$ cat src/rtl/lb_config_loader.sv
// Scan-chain configuration loader: serialises bitstream words onto SIN/SE,
// captures the previous chain contents from SOUT and gates user reset.
module lb_config_loader #(
    parameter int CHAIN_LEN = 96,
    parameter int WORD_W    = 8
) (
    input  logic              PCLK,
    input  logic              PRST,
    input  logic              START,
    input  logic              ABORT,
    input  logic [WORD_W-1:0] DIN,
    input  logic              DIN_VALID,
    output logic              DIN_READY,
    output logic              SE,
    output logic              SIN,
    input  logic              SOUT,
    output logic [WORD_W-1:0] RDATA,
    output logic              RVALID,
    output logic              BUSY,
    output logic              CFG_DONE,
    output logic              URST_OUT
);

    localparam int CW  = $clog2(CHAIN_LEN + 1);
    localparam int BW  = $clog2(WORD_W + 1);
    localparam int NW  = (CHAIN_LEN + WORD_W - 1) / WORD_W;
    localparam int REM = CHAIN_LEN % WORD_W;

    localparam logic [CW-1:0] LEN    = CW'(CHAIN_LEN);
    localparam logic [CW-1:0] NWORDS = CW'(NW);
    localparam logic [BW-1:0] FULL   = BW'(WORD_W);
    localparam logic [BW-1:0] TAIL   = (REM == 0) ? FULL : BW'(REM);

    typedef enum logic [1:0] {
        IDLE,
        SHIFT,
        DONE
    } state_t;

    state_t            state_q, state_d;
    logic [WORD_W-1:0] buf_q, buf_d;
    logic [BW-1:0]     left_q, left_d;
    logic [CW-1:0]     sent_q, sent_d;
    logic [CW-1:0]     taken_q, taken_d;
    logic [WORD_W-1:0] rb_q, rb_d;
    logic [BW-1:0]     rbn_q, rbn_d;
    logic [WORD_W-1:0] rdata_d;
    logic              rvalid_d;
    logic              se_d;
    logic              rdy_d;
    logic              accept;

    assign accept   = DIN_VALID && DIN_READY;
    assign SIN      = buf_q[WORD_W-1];
    assign BUSY     = (state_q == SHIFT);
    assign CFG_DONE = (state_q == DONE);
    assign URST_OUT = (state_q != DONE);

    always_comb begin
        state_d  = state_q;
        buf_d    = buf_q;
        left_d   = left_q;
        sent_d   = sent_q;
        taken_d  = taken_q;
        rb_d     = rb_q;
        rbn_d    = rbn_q;
        rdata_d  = RDATA;
        rvalid_d = 1'b0;

        unique case (state_q)
            IDLE, DONE: begin
                if (START && !ABORT) begin
                    state_d = SHIFT;
                    buf_d   = '0;
                    left_d  = '0;
                    sent_d  = '0;
                    taken_d = '0;
                    rb_d    = '0;
                    rbn_d   = '0;
                end
            end
            SHIFT: begin
                if (SE) begin
                    buf_d  = {buf_q[WORD_W-2:0], 1'b0};
                    left_d = left_q - BW'(1);
                    sent_d = sent_q + CW'(1);
                    rb_d   = {rb_q[WORD_W-2:0], SOUT};
                    rbn_d  = rbn_q + BW'(1);
                end
                // the final word may be short; only its top bits count
                if (accept) begin
                    buf_d   = DIN;
                    left_d  = (taken_q == NWORDS - CW'(1)) ? TAIL : FULL;
                    taken_d = taken_q + CW'(1);
                end
                if (SE && (rbn_d == FULL || sent_d == LEN)) begin
                    rvalid_d = 1'b1;
                    rdata_d  = rb_d << (FULL - rbn_d);
                    rbn_d    = '0;
                end
                if (sent_d == LEN) begin
                    state_d = DONE;
                end
                if (ABORT) begin
                    state_d  = IDLE;
                    rvalid_d = 1'b0;
                    rdata_d  = RDATA;
                end
            end
            default: state_d = IDLE;
        endcase
    end

    // outputs are registered from the next-state view of the counters
    always_comb begin
        se_d  = (state_d == SHIFT) && (left_d != '0) && (sent_d < LEN);
        rdy_d = (state_d == SHIFT) && (taken_d < NWORDS)
             && ((left_d == '0) || ((left_d == BW'(1)) && se_d));
    end

    always_ff @(posedge PCLK) begin
        if (PRST) begin
            state_q   <= IDLE;
            buf_q     <= '0;
            left_q    <= '0;
            sent_q    <= '0;
            taken_q   <= '0;
            rb_q      <= '0;
            rbn_q     <= '0;
            RDATA     <= '0;
            RVALID    <= 1'b0;
            SE        <= 1'b0;
            DIN_READY <= 1'b0;
        end else begin
            state_q   <= state_d;
            buf_q     <= buf_d;
            left_q    <= left_d;
            sent_q    <= sent_d;
            taken_q   <= taken_d;
            rb_q      <= rb_d;
            rbn_q     <= rbn_d;
            RDATA     <= rdata_d;
            RVALID    <= rvalid_d;
            SE        <= se_d;
            DIN_READY <= rdy_d;
        end
    end

endmodule

$ cat config.mk
export PLATFORM = sky130hd
export DESIGN_NAME = lb_config_loader
export DESIGN_NICKNAME = d
export VERILOG_FILES = /design/src/rtl/lb_config_loader.sv
export SDC_FILE = /design/constraint.sdc
export NUM_CORES = 1
export LEC_CHECK = 0
export ABC_AREA = 1
export CORE_ASPECT_RATIO = 1.1
export CORE_MARGIN = 2
export CORE_UTILIZATION = 51
export CTS_CLUSTER_DIAMETER = 200
export CTS_CLUSTER_SIZE = 30
export DETAILED_ROUTE_END_ITERATION = 8
export PLACE_DENSITY = 0.83
export RECOVER_POWER = 25
export SKIP_CTS_REPAIR_TIMING = 1
export SLEW_MARGIN = 0
export SYNTH_ARGS = -nofsm -noshare
export SYNTH_HDL_FRONTEND = slang
export SYNTH_SLANG_ARGS = --single-unit
$ cat constraint.sdc
create_clock -name PCLK -period 1.7 [get_ports PCLK]
set_input_delay 0.51 -clock PCLK [delete_from_list [all_inputs] [get_ports PCLK]]
set_output_delay 0.51 -clock PCLK [all_outputs]
set_load 0.05 [all_outputs]
Word-level counts from Yosys, hierarchy flattened

Cells that the tools add are included.
W data, S select, Z words.

Register bits after elaboration: 51
Bits in latches: 0
Memory bits (writable): 0
Memory bits (read-only): 0
Output and inout port bits: 15
Word-level logic and storage cells: 78
Memories: 0

Add/sub/neg operators: 5
Multipliers: 0
Divide/modulo/power cells: 0
Order comparisons: 2
Eq/ne operators: 9
Shift operators: 1
Mux-type cells: 28
Bitwise logic cells: 2
Reductions and logical operators: 20

Operators with widths:

| operator              | count |
|---|---|
| $mux W8               | 5 |
| $mux W7               | 5 |
| $pmux W8 S2           | 2 |
| $mux W4               | 7 |
| $pmux W7 S2           | 2 |
| $pmux W4 S2           | 2 |
| $add A7 B1 Y7 const B | 2 |
| $logic_and A1 B1 Y1   | 8 |
| $shl A8 B4 Y8         | 1 |
| $eq A7 B7 Y1 const B  | 1 |
| $lt A7 B4 Y1 const B  | 1 |
| $lt A7 B7 Y1 const B  | 1 |
| $mux W2               | 3 |
| $reduce_and A3 Y1     | 2 |
| $add A4 B1 Y4 const B | 1 |
| $eq A2 B1 Y1 const B  | 2 |
| $eq A4 B1 Y1 const B  | 1 |
| $eq A4 B4 Y1 const B  | 1 |
| $logic_not A4 Y1      | 1 |
| $ne A2 B2 Y1 const B  | 2 |
| $pmux W2 S2           | 1 |
| $reduce_bool A4 Y1    | 1 |
| $sub A4 B1 Y4 const B | 1 |
| $sub A4 B4 Y4 const A | 1 |
| 11 further kinds      | 13 |

Longest topological paths before layout

Gate-level depths: netlist of run 1.

Depth in word-level cells: 13
Gate-level depth with buffers: 14
Depth with buffers taken out: 14

Worst setup path after synthesis of run 1

Ideal clock, no wire load.

Path type: reg-to-reg
From: reg SE
To: reg RDATA[6]
Setup time: 69 ps
Arrival time: 2185 ps
Required time: 1631 ps
Setup slack: -554 ps
Stages on the path, launching flop included: 13
Buffers on the path: 3
Cell sequence: dfxtp_1 -> buf_6 -> inv_2 -> buf_4 -> nand2_1 -> o21ai_2 -> ha_1 -> buf_4 -> inv_1 -> or2_2 -> nand3_1 -> nand3_1 -> o21ai_1

Cells in the longest elaborated chain, start to end: 6

RTL lines:

| what                                                                  | line | RTL |
|---|---|---|
| from (decl)                                                           | 14   | `output logic SE,` |
| from (signal assigned)                                                | 132  | `SE <= 1'b0;` |
| from (signal assigned)                                                | 144  | `SE <= se_d;` |
| parallel branches: the longest is 6 deep, another holds $sub A4 B4 Y4 | -    |  |
| to (signal assigned)                                                  | 142  | `RDATA <= rdata_d;` |
| to (decl)                                                             | 17   | `output logic [WORD_W-1:0] RDATA,` |

Parallel ways; which one is timed is not known. The select of a mux whose other input is x is not followed.
A chain may end at the register's enable or synchronous reset.

Worst setup path in the final report of run 1

From: reg state_q[0]
To: out BUSY

Cells in the longest elaborated chain, start to end: 1

RTL lines:

| what                   | line | RTL |
|---|---|---|
| from (decl)            | 40   | `state_t state_q, state_d;` |
| from (signal assigned) | 135  | `state_q <= state_d;` |
| $eq A2 B1 Y1           | 55   | `assign BUSY = (state_q == SHIFT);` |
| to (decl)              | 19   | `output logic BUSY,` |

No other way between the ends.

==> out/results.ini, run 1 <==
[route]
vias = 2992
antenna_left = 0
drt-initial-drc-count = 243
drc = 0
viasPerCell = 5.26
finalWirelength_um = 7420
firstDrtPassIters = 4
wl_per_cell_um = 13.0

[place]
place_inst = 553
dp_hpwl_um = 5000
dpl_cell_area_sq_um = 3650
port_buffers = 28
gp_congestion = 0.886

[sta]
fmax_mhz = 549
setup_ws_ns = -0.123
hold_violations = 0
fin_crit_sh = 1.07
setup_viol = 14
relSlewSlack = 0.655
period_minus_slack_ns = 1.82
skew_ns = 0.0119
fin_tns_setup_ns = -0.690
drv_slew = 0
grt_setup_unrepaired = yes
tightest_slew_ns = 0.517

[flow_run]
max_cap_violations = 0

[floorplan]
start_util = 0.536
num_rows = 28
die_y_um = 83.5
die-area_sq_um = 6370
core_sq_um = 5470
die_w_um = 76.3
pin_count = 29

[cells_and_area]
drive_above_1_share = 0.277
utilization = 0.714
fill_cells = 406
layout.cells.non_filler = 569
area_growth_pct = 33.1
nets = 512
design_area_sq_um = 3900
antennaDiodeCount = 0

[global_routing]
grt_pass1_vias = 2769
antenna_found_initial = 0
grt_overflow = 0
grt_pass1_wl_um = 11900
grt_max_degree = 27
grt_use_total = 0.224

[power_and_ir_drop]
power_mw = 2.24
leakage_nw = 1.67
ir_drop_v = 0.000429
power.density_nw_per_um2 = 575

[clock_tree]
cts_tree = yes
cts_buffers = 5
cts_buffer_depth = 2
clk-insertion-delay-late_ns = 0.31
cts_num_sinks = 51
clk_pin_slew_ns = 0.08
htreeDepth = 2
cts_root_buf = clkbuf_8

[worst_setup_path]
critPathMaxFanout = 15
critical_path_required_ns = 1.19
cp.arrival_ns = 1.31
worstSetupStartpointType = flop
end_kind = primary output
critPathKind = reg2out
reg2reg_slack_ns = -0.08

[yosys]
yosys_register_bits = 51
synthCells = 430
yosys_warnings = 0
synth_top_area_share = 0.348
seq_area_frac_synth = 0.348
syn_nets = 449
netlist_area_sq_um = 2930
synth_area_per_cell_sq_um = 6.82
ys_types = 38
synth.top_cells.by_area = dfxtp_1, nand2_1, nand3_1
synth_largest_area_cell = dfxtp_1

[worst_hold_path]
hp-class = reg2reg

[status]
violations = setup timing
outcome = complete, but fails checks

critical path, stage by stage (launching register included):
cell and delay, ns:
dfxtp_1 0.39, inv_2 0.08, nor2_4 0.13, buf_4 0.25
buf_12 0.16
synth_stat cells (all sizes together):
cell type	count
o21bai	1
or2	2
a21oi	27
o21ai	36
a211oi	3
buf	9
nand2	134
dfxtp	51
clkbuf	6
o22ai	1
xor2	5
clkinv	2
nor3	1
ha	5
o211ai	2
nand3	36
a22oi	7
inv	48
nand4	5
xnor2	2
nor2	45
a31oi	2
state kept, by name, summed over array words and instances, names as in the netlist:
register and count:
rbn_q 4, left_q 4, state_q 2, SE 1, sent_q 7, taken_q 7, buf_q 8, RDATA 8
rb_q 8, DIN_READY 1, RVALID 1
kinds of logic after synthesis:
family,synth area share
AO/OA/AOI/OAI,0.151
XOR/XNOR,0.0260
adder cells (fa/ha/maj),0.0213
buffers and inverters,0.0990
flip-flops,0.348
AND/OR/NAND/NOR,0.354
where the power goes:
part	leakage (nW)	switching [mW]	internal, mW	total (mW)
combinational	1.21	0.146	0.0976	0.243
sequential	0.415	0.0130	1.21	1.22
clock	0.0515	0.404	0.373	0.776
total	1.67	0.563	1.68	2.24
metal layers:
layer / global-route usage / wire [um]
met5: 0 / 0
met4: 0.0579 / 78
met3: 0.0390 / 217
met2: 0.415 / 3880
met1: 0.265 / 3240
metrics by stage:
step                      hold WS [ns]  worst slack, ns
after floorplan                  0.439           -0.108
after global placement           0.449           -0.298
after detailed placement         0.455           -0.354
after CTS                        0.469           -0.145
after global routing             0.489           -0.194
final                            0.463           -0.123
final cells by class:
type	count	area, sq um	area share
well taps	75	93.8	0.0240
clock buffers	8	100	0.0256
repair buffers	70	659	0.169
multi-input cells	315	1820	0.467
inverters	50	195	0.0500
flip-flops and latches	51	1030	0.264
final timing paths:
kind         startpoint  endpoint  cells after the start
max reg2reg    rbn_q[0]  RDATA[0]                      8
min             rb_q[7]   rb_q[7]                      2
max          state_q[0]      BUSY                      4
min reg2reg     rb_q[7]   rb_q[7]                      2
layout by cell type, fill, tap and decap left out, types with 9 or more instances in the layout:
cell / count
buf_4: 39
o21ai_1: 12
a21oi_1: 27
nand3_1: 28
inv_2: 9
o21ai_0: 18
nand2_1: 119
dfxtp_1: 46
nor2_1: 28
inv_1: 36
clkdlybuf4s50_1: 13
nor2_2: 9
nand2_2: 12
No activity file was read; power rests on OpenSTA's default activity.
==> run 2, diff against run 1 <==
Settings changed: SLEW_MARGIN 0 to unset.
==> results of run 2 <==
Final layout, timing and power as in run 1 (identical DEF).
==> run 3, diff against run 2 <==
Settings changed: SLEW_MARGIN set to 5.
==> results of run 3 <==
Final layout, timing and power as in run 1 (identical DEF).
